$ cat config.mk
export PLATFORM = sky130hd
export DESIGN_NAME = program_loader
export DESIGN_NICKNAME = d
export VERILOG_FILES = /design/src/rtl/program_loader.sv
export SDC_FILE = /design/constraint.sdc
export NUM_CORES = 1
export LEC_CHECK = 0
export ABC_AREA = 1
export CAP_MARGIN = 0
export CORE_MARGIN = 2
export CORE_UTILIZATION = 40
export CTS_BUF_LIST = sky130_fd_sc_hd__clkbuf_2 sky130_fd_sc_hd__clkbuf_4 sky130_fd_sc_hd__clkbuf_8
export CTS_CLUSTER_DIAMETER = 120
export DETAILED_ROUTE_END_ITERATION = 8
export REMOVE_ABC_BUFFERS = 1
export SLEW_MARGIN = 10
export SYNTH_ARGS = -nofsm -noshare
export SYNTH_HDL_FRONTEND = slang
export SYNTH_SLANG_ARGS = --single-unit
$ cat constraint.sdc
create_clock -name clk -period 4.9 [get_ports clk]
set_clock_uncertainty 0.05 [all_clocks]
set_input_delay 0.98 -clock clk [delete_from_list [all_inputs] [get_ports clk]]
set_output_delay 0.98 -clock clk [all_outputs]
set_load 0.05 [all_outputs]
$ cat src/rtl/program_loader.sv
`default_nettype none
// ============================================================================
//  Module      : program_loader
//  Description : Boot-stage loader for the 16-bit core. Receives a byte
//                stream (valid/ready), assembles 16-bit words high byte
//                first and writes them to instruction memory. The core is
//                held in reset while loading and released afterwards.
//                Stream: 16-bit word count N, then N words.
//                Optional feature macro PROGRAM_LOADER_CHECKSUM_EN: a
//                trailing XOR checksum word follows the N data words.
//  Revision    : 1.0 - initial release
// ============================================================================
module program_loader #(
    parameter int ADDR_WIDTH = 10,
    parameter int MAX_WORDS  = 1024,
    parameter int RESET_HOLD = 2
) (
    input  logic                  clk,
    input  logic                  reset,
    input  logic                  load_go,
    input  logic                  byte_valid,
    input  logic [7:0]            byte_data,
    output logic                  byte_ready,
    output logic                  im_en_write,
    output logic [ADDR_WIDTH-1:0] im_address,
    output logic [15:0]           im_data,
    output logic                  cpu_reset,
    output logic                  cpu_start,
    output logic                  busy,
    output logic                  error,
    output logic [ADDR_WIDTH:0]   words_loaded
);

    // Hold counter counts 0 .. RESET_HOLD-1 while in S_RELEASE
    localparam int c_hold_w = (RESET_HOLD > 2) ? $clog2(RESET_HOLD) : 1;
    localparam logic [c_hold_w-1:0] c_hold_last =
        c_hold_w'((RESET_HOLD > 0) ? RESET_HOLD - 1 : 0);

    typedef enum logic [3:0] {
        S_IDLE,
        S_HDR_HI,
        S_HDR_LO,
        S_DATA_HI,
        S_DATA_LO,
        S_WRITE,
`ifdef PROGRAM_LOADER_CHECKSUM_EN
        S_CHECK_HI,
        S_CHECK_LO,
`endif
        S_RELEASE,
        S_RUN,
        S_ERROR
    } state_t;

    state_t                r_state;
    logic [15:0]           r_count;
    logic [7:0]            r_word_hi;
    logic [ADDR_WIDTH-1:0] r_index;
    logic [c_hold_w-1:0]   r_hold;
`ifdef PROGRAM_LOADER_CHECKSUM_EN
    logic [15:0]           r_xsum;
`endif

    logic        w_accept;
    logic [15:0] w_hdr_count;
    logic        w_last;

    // Ready and busy are pure decodes of the registered state
    assign byte_ready = (r_state == S_HDR_HI)  || (r_state == S_HDR_LO)  ||
`ifdef PROGRAM_LOADER_CHECKSUM_EN
                        (r_state == S_CHECK_HI) || (r_state == S_CHECK_LO) ||
`endif
                        (r_state == S_DATA_HI) || (r_state == S_DATA_LO);
    assign busy        = (r_state != S_IDLE) && (r_state != S_RUN) &&
                         (r_state != S_ERROR);
    assign w_accept    = byte_valid && byte_ready;
    assign w_hdr_count = {r_count[15:8], byte_data};
    assign w_last      = (32'(r_index) + 32'd1) == 32'(r_count);

    // Loader state machine with registered outputs
    always_ff @(posedge clk or negedge reset) begin
        if (!reset) begin
            r_state      <= S_IDLE;
            r_count      <= '0;
            r_word_hi    <= '0;
            r_index      <= '0;
            r_hold       <= '0;
`ifdef PROGRAM_LOADER_CHECKSUM_EN
            r_xsum       <= '0;
`endif
            im_en_write  <= 1'b0;
            im_address   <= '0;
            im_data      <= '0;
            cpu_reset    <= 1'b1;
            cpu_start    <= 1'b0;
            error        <= 1'b0;
            words_loaded <= '0;
        end else begin
            im_en_write <= 1'b0;
            case (r_state)
                S_IDLE, S_RUN, S_ERROR: begin
                    // A new load always restarts from a clean slate
                    if (load_go) begin
                        r_state      <= S_HDR_HI;
                        cpu_reset    <= 1'b1;
                        cpu_start    <= 1'b0;
                        error        <= 1'b0;
                        words_loaded <= '0;
                        r_index      <= '0;
`ifdef PROGRAM_LOADER_CHECKSUM_EN
                        r_xsum       <= '0;
`endif
                    end
                end
                S_HDR_HI: begin
                    if (w_accept) begin
                        r_count[15:8] <= byte_data;
                        r_state       <= S_HDR_LO;
                    end
                end
                S_HDR_LO: begin
                    if (w_accept) begin
                        r_count[7:0] <= byte_data;
                        r_hold       <= '0;
                        if (w_hdr_count == 16'd0) begin
`ifdef PROGRAM_LOADER_CHECKSUM_EN
                            r_state <= S_CHECK_HI;
`else
                            r_state <= S_RELEASE;
`endif
                        end else if (32'(w_hdr_count) > 32'(MAX_WORDS)) begin
                            r_state <= S_ERROR;
                            error   <= 1'b1;
                        end else begin
                            r_state <= S_DATA_HI;
                        end
                    end
                end
                S_DATA_HI: begin
                    if (w_accept) begin
                        r_word_hi <= byte_data;
                        r_state   <= S_DATA_LO;
                    end
                end
                S_DATA_LO: begin
                    // Strobe is raised here so it is high during S_WRITE
                    if (w_accept) begin
                        im_en_write <= 1'b1;
                        im_address  <= r_index;
                        im_data     <= {r_word_hi, byte_data};
                        r_state     <= S_WRITE;
                    end
                end
                S_WRITE: begin
                    r_index      <= r_index + 1'b1;
                    words_loaded <= words_loaded + 1'b1;
                    r_hold       <= '0;
`ifdef PROGRAM_LOADER_CHECKSUM_EN
                    r_xsum       <= r_xsum ^ im_data;
                    r_state      <= w_last ? S_CHECK_HI : S_DATA_HI;
`else
                    r_state      <= w_last ? S_RELEASE : S_DATA_HI;
`endif
                end
`ifdef PROGRAM_LOADER_CHECKSUM_EN
                S_CHECK_HI: begin
                    if (w_accept) begin
                        r_word_hi <= byte_data;
                        r_state   <= S_CHECK_LO;
                    end
                end
                S_CHECK_LO: begin
                    if (w_accept) begin
                        if ({r_word_hi, byte_data} == r_xsum) begin
                            r_state <= S_RELEASE;
                        end else begin
                            r_state <= S_ERROR;
                            error   <= 1'b1;
                        end
                    end
                end
`endif
                S_RELEASE: begin
                    if (r_hold == c_hold_last) begin
                        r_state   <= S_RUN;
                        cpu_reset <= 1'b0;
                        cpu_start <= 1'b1;
                    end else begin
                        r_hold <= r_hold + 1'b1;
                    end
                end
                default: begin
                    r_state <= S_IDLE;
                end
            endcase
        end
    end

endmodule
`default_nettype wire

==> PnR_summary.wiki, run 1 <==
{| class="wikitable"
! Metric !! Value
|-
| Routed WL || about 8300 um
|-
| Share of the synthesized area in the top cell type || approximately 53%
|-
| Setup crit start kind || flip-flop
|-
| Critical path peak fanout || 4
|-
| Max Cap Violations || 0
|-
| Portion of total power attributed to sequential cells || ~38%
|-
| Root cell of the clock tree || clkbuf_8
|-
| Number of optimization iterations in the first detailed-route pass || 4
|-
| TritonCTS sink count || 80
|-
| Post-detailed-route wirelength per cell || around 13 um
|-
| Kind of cell adding the most delay to the critical path || buffers and inverters
|-
| Relative slew slack || about 33%
|-
| Area overhead of the layout relative to synthesis || 21.8%
|-
| Met3 layer usage reported by global route || a little under 3%
|-
| Gr busiest metal || met2
|-
| Final HPWL DP || 5890 um
|-
| Top cells by area in the synthesized netlist || dfrtp_1 53%, nand2_1 14%, o21ai_0 6.0%
|-
| Netlist Area Pre-Place || between 3000 and 4000 um^2
|-
| Actual transition at the worst max-transition pin || 1.01 ns
|-
| IR drop worst, VDD || 0.305 mV
|-
| Antenna violations before repair || 0
|-
| Total global-route track usage || between 10% and 20%
|-
| Library cell with the highest instance count after synthesis || nand2_1
|-
| Antenna diode count || 0
|-
| Die Span Y || between 100 and 150 um
|-
| Share of total power in the clock network || 17.2%
|-
| Worst hold stages || 2
|-
| Number of cells produced by synthesis || about 460
|-
| Share of the clock period used by the worst path || between 60% and 70%
|-
| CP bufs+invs || 3
|-
| Fraction of power consumed by combinational cells || a little under half
|-
| Hold Vio Cnt, Final || 0
|-
| Peak per-stage delay on the critical path || roughly 0.8 ns
|-
| Core area || between 9000 and 10000 um^2
|-
| Count of flip-flops with a built-in enable after synthesis || 0
|-
| Met2 GRT Util || 28.1%
|-
| Maximum achievable frequency || 315 MHz
|-
| Pwr Density || 588 nW/um^2
|-
| Cts-stage hold buffer count || 0
|-
| Width of the die || roughly 100 um
|-
| Setup Fix Bufs, Post-CTS || 0
|-
| Cell variety after synth || 36
|-
| Remaining Overflow, GRT || 0
|-
| Global placement routability congestion || between 0.8 and 0.9
|-
| Core Util, Final || between 40% and 50%
|-
| Min cycle time layout || between 3 and 4 ns
|-
| Number of buffers on the longest clock path || 2
|-
| Hold Crit Endpoint || im_data[12]
|-
| Clock transition at the registers of the reported paths || about 0.08 ns
|-
| Met1 usage || about a quarter
|-
| DRT iter0 DRCs || about 180
|-
| Internal power of the cells || approximately 1.5 mW
|-
| Proportion of synthesized flip-flops having asynchronous set or reset || between 90% and 100%
|-
| Critical-path cell list || nor2_1 -> inv_2 -> nor2_2 -> a21oi_2 -> inv_1 -> clkdlybuf4s50_1
|-
| Reg-to-Reg Start || r_state[2]
|-
| Synth area leader || dfrtp_1
|-
| Hold WC Path Type || flip-flop to flip-flop
|-
| I/O Buffers || 54
|-
| Syn avg cell area || between 8 and 9 um^2
|-
| Cell with the largest stage delay on the worst path || clkdlybuf4s50_1
|-
| Post-route antenna net violation count || 0
|-
| Clk_lat worst skew || 0.34 ns
|-
| I/O pins || 55
|-
| Number of buffers created by CTS || 9
|-
| Setup repair after global routing missed its margin || no
|-
| Worst setup EP type || primary output
|-
| Count of nets after finishing || about 530
|-
| Top cells by instance count after synthesis || 140 x nand2_1, 79 x dfrtp_1, 50 x inv_1, 45 x o21ai_0, 31 x nor2_1
|-
| Post-route setup TNS || 0 ns
|-
| Capturing point of the worst reg2reg path || r_index[8]
|-
| Critical path data arrival time || around 2.2 ns
|-
| Synthesis-stage register bit count || 80
|-
| Total leakage power || roughly 2.2 nW
|-
| Effective utilization at floorplan || 40.8%
|-
| Via density || between 4 and 5
|-
| Worst Hold Launch || r_word_hi[4]
|-
| DRC violation count after routing || 0
|-
| Full die area || 10200 um^2
|-
| Data required time at the worst endpoint || 3.87 ns
|-
| Switch Pwr || around 1.2 mW
|-
| Worst reg2reg path depth || 7
|-
| Largest net degree at the start of global routing || 81
|-
| Proportion of total power due to net switching || between 40% and 50%
|-
| Final setup vio count || 0
|-
| CTS tree || done
|-
| Sequential cell area fraction in the yosys report || 53.3%
|-
| Std cell rows || 35
|-
| Commonest register cell after synthesis || dfrtp_1
|-
| Critical path type || flip-flop to primary output
|-
| Synth warn || 0
|-
| CTS H-Tree Depth || 3
|-
| Final slew viol count || 0
|-
| Status || completed
|-
| Setup slack of the worst register-to-register path || roughly 2.7 ns
|-
| Wire length of the first global-routing pass || 14300 um
|-
| Via count || slightly above 3000
|-
| Vias in the first global route || between 2000 and 3000
|-
| Fraction of layout instances using a drive strength above 1 || under 10%
|-
| Quantity of gates resized following cts || 0
|}
[power by group through the flow]
stage                     logic [mW]  clock network (mW)  registers (mW)
after floorplan                0.511                   0            1.34
after global placement          1.21                   0            1.02
after detailed placement        1.22                   0            1.02
after CTS                       1.22               0.478            1.02
after global routing            1.33               0.501            1.04
final                           1.21               0.462            1.01
[tightest hold or removal path, stage by stage (launching register included)]
cell and delay (ns):
dfrtp_1 0.35, nand2_1 0.05, nand2_1 0.04
[sequential cells by signal, indices dropped and copies added (netlist names)]
register / cells
cpu_reset: 1
cpu_start: 1
im_data: 16
r_index: 10
im_address: 10
r_hold: 1
r_state: 4
im_en_write: 1
r_word_hi: 8
error: 1
r_count: 16
words_loaded: 11
[logic make-up after synthesis]
| logic type | count (synthesis) | synth area share, % |
|---|---|---|
| and+or+nand+nor | 224 | 26.0 |
| DFF | 80 | 53.3 |
| AOI/OAI and AO/OA | 76 | 11.0 |
| buffers and inverters | 68 | 7.36 |
| xor gates and xnor gates | 3 | 1.07 |
| muxes | 2 | 0.533 |
| adders and majority gates | 2 | 0.666 |
[cell usage in the layout (no fill, tap or decap), types with 3 or more instances in the layout]
cell type and instances:
clkinvlp_4 3, a21oi_1 7, nand2_1 140, clkdlybuf4s50_1 53
nand4_1 7, inv_2 6, inv_1 50, o21ai_0 45
o21ai_1 6, nor2_2 6, nand2_2 7, nor2_1 31
clkbuf_8 12, dfrtp_1 79, nor3_1 3, o22ai_1 9
nand3_1 21
[metal layers]
metal | vias up | share of wire [%]
li1 | 1568 | -
met2 | 62 | 46
met3 | 8 | 3.2
met5 | - | 0
met1 | 1443 | 50
met4 | 0 | 1.0
[how the worst max path moves through the flow]
| stage | startpoint | endpoint | cells past startpoint |
|---|---|---|---|
| final | r_state[1] | byte_ready | 6 |
| after global routing | r_state[2] | busy | 6 |
| after detailed placement | byte_valid | im_data[13] | 5 |
| after CTS | r_state[1] | byte_ready | 6 |
| after floorplan | byte_valid | im_data[10] | 4 |
| after global placement | byte_valid | im_data[13] | 5 |
[layout make-up]
type / count / area (um^2)
Clock buffer: 12 / 165
Sequential cell: 80 / 2000
Timing Repair Buffer: 55 / 546
Inverter: 58 / 218
Fill cell: 904 / 4620
Multi-Input combinational cell: 307 / 1480
Tap cell: 111 / 139
Clock inverter: 4 / 27.5
[stage by stage]
step           hold slack (ns)  total power, mW  instances  instance area [um^2]  worst slack, ns
3_3_place_gp             0.400             2.23        611                  4380             2.05
5_1_grt                  0.439             2.88        627                  4570             1.60
6_report                 0.425             2.69        627                  4570             1.72
2_1_floorplan            0.392             1.85        445                  3700             2.56
3_5_place_dp             0.413             2.25        611                  4380             2.02
4_1_cts                  0.431             2.72        627                  4570             1.69
(Power assumes the default switching activity.)
==> run 2, diff against run 1 <==
==> constraint.sdc (replaced) <==
create_clock -name clk -period 2.7 [get_ports clk]
set_clock_uncertainty 0.05 [all_clocks]
set_input_delay 0.54 -clock clk [delete_from_list [all_inputs] [get_ports clk]]
set_output_delay 0.54 -clock clk [all_outputs]
set_load 0.05 [all_outputs]
==> run 2 against run 1 <==
Sequential cell count unchanged. Utilization is 0.61 points higher. Combinational power is 82% higher. Wire length is 1.4% lower. Non-clock buffer count grew 4. Sequential power increased by 82%. Clock-buffer cell count shrank 3. Hold slack worse by 0.30 ns. Via count fell by 0.42%. Clock power up 100%. Power up 85%. First-iteration DRC count shrank 47%.
==> PnR_summary.wiki, run 2 (synthesis results as in run 1) <==
{| class="wikitable"
! Metric !! Value
|-
| Number of buffers created by CTS || 9
|-
| Layout fillers || just under 900
|-
| I/O Buffers || 54
|-
| Switch Pwr || 2.25 mW
|-
| Post-detailed-route wirelength per cell || roughly 13 um
|-
| Wire length of the first global-routing pass || roughly 14000 um
|-
| Number of optimization iterations in the first detailed-route pass || 4
|-
| Total instance count after detailed placement || 615
|-
| Effective utilization at floorplan || 40.8%
|-
| Hold Vio Cnt, Final || 0
|-
| Number of buffers on the longest clock path || 2
|-
| Setup Fix Bufs, Post-CTS || 0
|-
| Clk_lat worst skew || between 0.3 and 0.4 ns
|-
| Core area || slightly above 9000 um^2
|-
| Post-route setup TNS || 0 ns
|-
| Pwr Density || between 1000 and 1500 nW/um^2
|-
| Post-route antenna net violation count || 0
|-
| Routed length on met1 || 4060 um
|-
| Setup repair after global routing missed its margin || no
|-
| Setup crit start kind || flip-flop
|-
| Global placement routability congestion || between 0.8 and 0.9
|-
| Total area of multi-input combinational cells || 1480 um^2
|-
| Internal power of the cells || about 2.7 mW
|-
| Status || completed
|-
| Width of the die || slightly above 100 um
|-
| Fraction of layout instances using a drive strength above 1 || roughly a tenth
|-
| Hold WC Path Type || primary input to asynchronous set/reset pin
|-
| Worst setup EP type || primary output
|-
| Via density || ~4.9
|-
| Final slew viol count || 0
|-
| CP bufs+invs || 3
|-
| Critical path peak fanout || 4
|-
| Proportion of total power due to net switching || 45.1%
|-
| Final HPWL DP || just under 6000 um
|-
| Maximum achievable frequency || a little over 400 MHz
|-
| Min cycle time layout || approximately 2.4 ns
|-
| Area overhead of the layout relative to synthesis || 23.3%
|-
| Most common cell after layout, fill and taps aside || nand2_1
|-
| DRT iter0 DRCs || 94
|-
| Data required time at the worst endpoint || 2.11 ns
|-
| Combined flip-flop and latch cell area || 2000 um^2
|-
| Antenna violations before repair || 0
|-
| Cell with the largest stage delay on the worst path || dlygate4sd2_1
|-
| Share of the clock period used by the worst path || about nine tenths
|-
| Fraction of power consumed by combinational cells || roughly 44%
|-
| Total global-route track usage || 17.3%
|-
| TritonCTS sink count || 80
|-
| Largest net degree at the start of global routing || 45
|-
| IR drop worst, VDD || between 0.4 and 0.5 mV
|-
| Biggest registers after layout || im_data x16, r_count x16, words_loaded x11
|-
| Total leakage power || about 2.2 nW
|-
| Vias in the first global route || slightly below 3000
|-
| Routed WL || between 8000 and 9000 um
|-
| Final setup vio count || 0
|-
| Max Cap Violations || 0
|-
| Share of total power in the clock network || about a fifth
|-
| Clock transition at the registers of the reported paths || roughly 0.09 ns
|-
| Critical path type || flip-flop to primary output
|-
| Antenna diode count || 0
|-
| Most used cells in the layout excluding fill and tap cells || 140 x nand2_1, 79 x dfrtp_1, 51 x clkdlybuf4s50_1, 50 x inv_1, 45 x o21ai_0
|-
| Portion of total power attributed to sequential cells || a little under two fifths
|-
| CTS H-Tree Depth || 3
|-
| Critical-path cell list || inv_1 -> nor2_2 -> inv_2 -> nor3_2 -> a21oi_2 -> dlygate4sd2_1
|-
| I/O pins || 55
|-
| Std cell rows || 35
|-
| Post-route non-filler standard cell count || ~630
|-
| Root cell of the clock tree || clkbuf_8
|-
| Highest metal layer used by the detailed router || met4
|-
| Die Span Y || slightly above 100 um
|-
| Peak per-stage delay on the critical path || ~0.56 ns
|-
| WL met2 || approximately 3700 um
|-
| DRC violation count after routing || 0
|-
| Remaining Overflow, GRT || 0
|-
| Count of nets after finishing || approximately 530
|-
| CTS tree || done
|-
| Kind of cell adding the most delay to the critical path || buffers and inverters
|-
| Wire length on met3 || 294 um
|-
| Full die area || ~10000 um^2
|-
| Relative slew slack || around 62%
|-
| Via count || slightly above 3000
|-
| Actual transition at the worst max-transition pin || about 0.57 ns
|-
| Critical path data arrival time || 1.84 ns
|}
-- run 2: changes by cell type in the layout (fill, tap and decap cells not counted), moves of 2 or more --
cell and delta:
buf_4 +4, clkbuf_8 -3, clkdlybuf4s50_1 -2, clkinvlp_4 -2, inv_6 +2, inv_8 +2
-- run 2: worst paths after layout --
kind | start | cells past startpoint | slack [ns] | end
worst max-delay path | r_state[2] | 6 | 0.27 | busy
worst min-delay path | reset | 1 | 0.12 | im_address[4]
worst max register to register | r_index[0] | 14 | 0.78 | r_state[0]
worst min register to register | words_loaded[10] | 1 | 0.43 | words_loaded[10]
max in group asynchronous | reset | 2 | 1.82 | cpu_reset
min in group clk | words_loaded[10] | 1 | 0.43 | words_loaded[10]
-- run 2: power groups by stage --
stage                     Combinational, mW  Clock, mW  Sequential [mW]
after floorplan                       0.928          0             2.43
after global placement                 2.20          0             1.85
after detailed placement               2.22          0             1.86
after CTS                              2.22      0.966             1.84
after global routing                   2.42       1.02             1.89
final                                  2.20      0.946             1.84
-- run 2: metal layers --
| layer | vias to the layer above | track usage (%) |
|---|---|---|
| met1 | 1421 | 24.1 |
| met4 | 0 | 6.44 |
| met5 | - | 0 |
| met2 | 51 | 27.0 |
| li1 | 1586 | - |
| met3 | 10 | 3.33 |
-- run 2: stage by stage --
step / total power, mW / util (%) / instance area [um^2] / worst slack [ns] / hold WS, ns
CTS: 5.03 / 50.4 / 4630 / 0.252 / 0.143
global placement: 4.05 / 48.1 / 4420 / 0.402 / 0.404
floorplan: 3.36 / - / 3700 / 0.689 / 0.194
global route: 5.33 / 50.4 / 4630 / 0.170 / 0.178
finish: 4.98 / 50.4 / 4630 / 0.268 / 0.123
detailed placement: 4.08 / 48.1 / 4420 / 0.357 / 0.412
-- run 2: final cells by class --
class / instances / share of cell area, %
Clock buffer: 9 / 2.67
Timing Repair Buffer: 59 / 12.6
Multi-Input combinational cell: 307 / 31.9
Tap cell: 111 / 3.00
Inverter: 58 / 4.70
Clock inverter: 7 / 1.86
Sequential cell: 80 / 43.3
-- run 2: timing repair --
| item | CTS | global route |
|---|---|---|
| setup endpoints to repair | 1 | 0 |
| hold buffers | 0 | 0 |
| hold endpoints to repair | 0 | 0 |
| resized for setup | 1 | 0 |
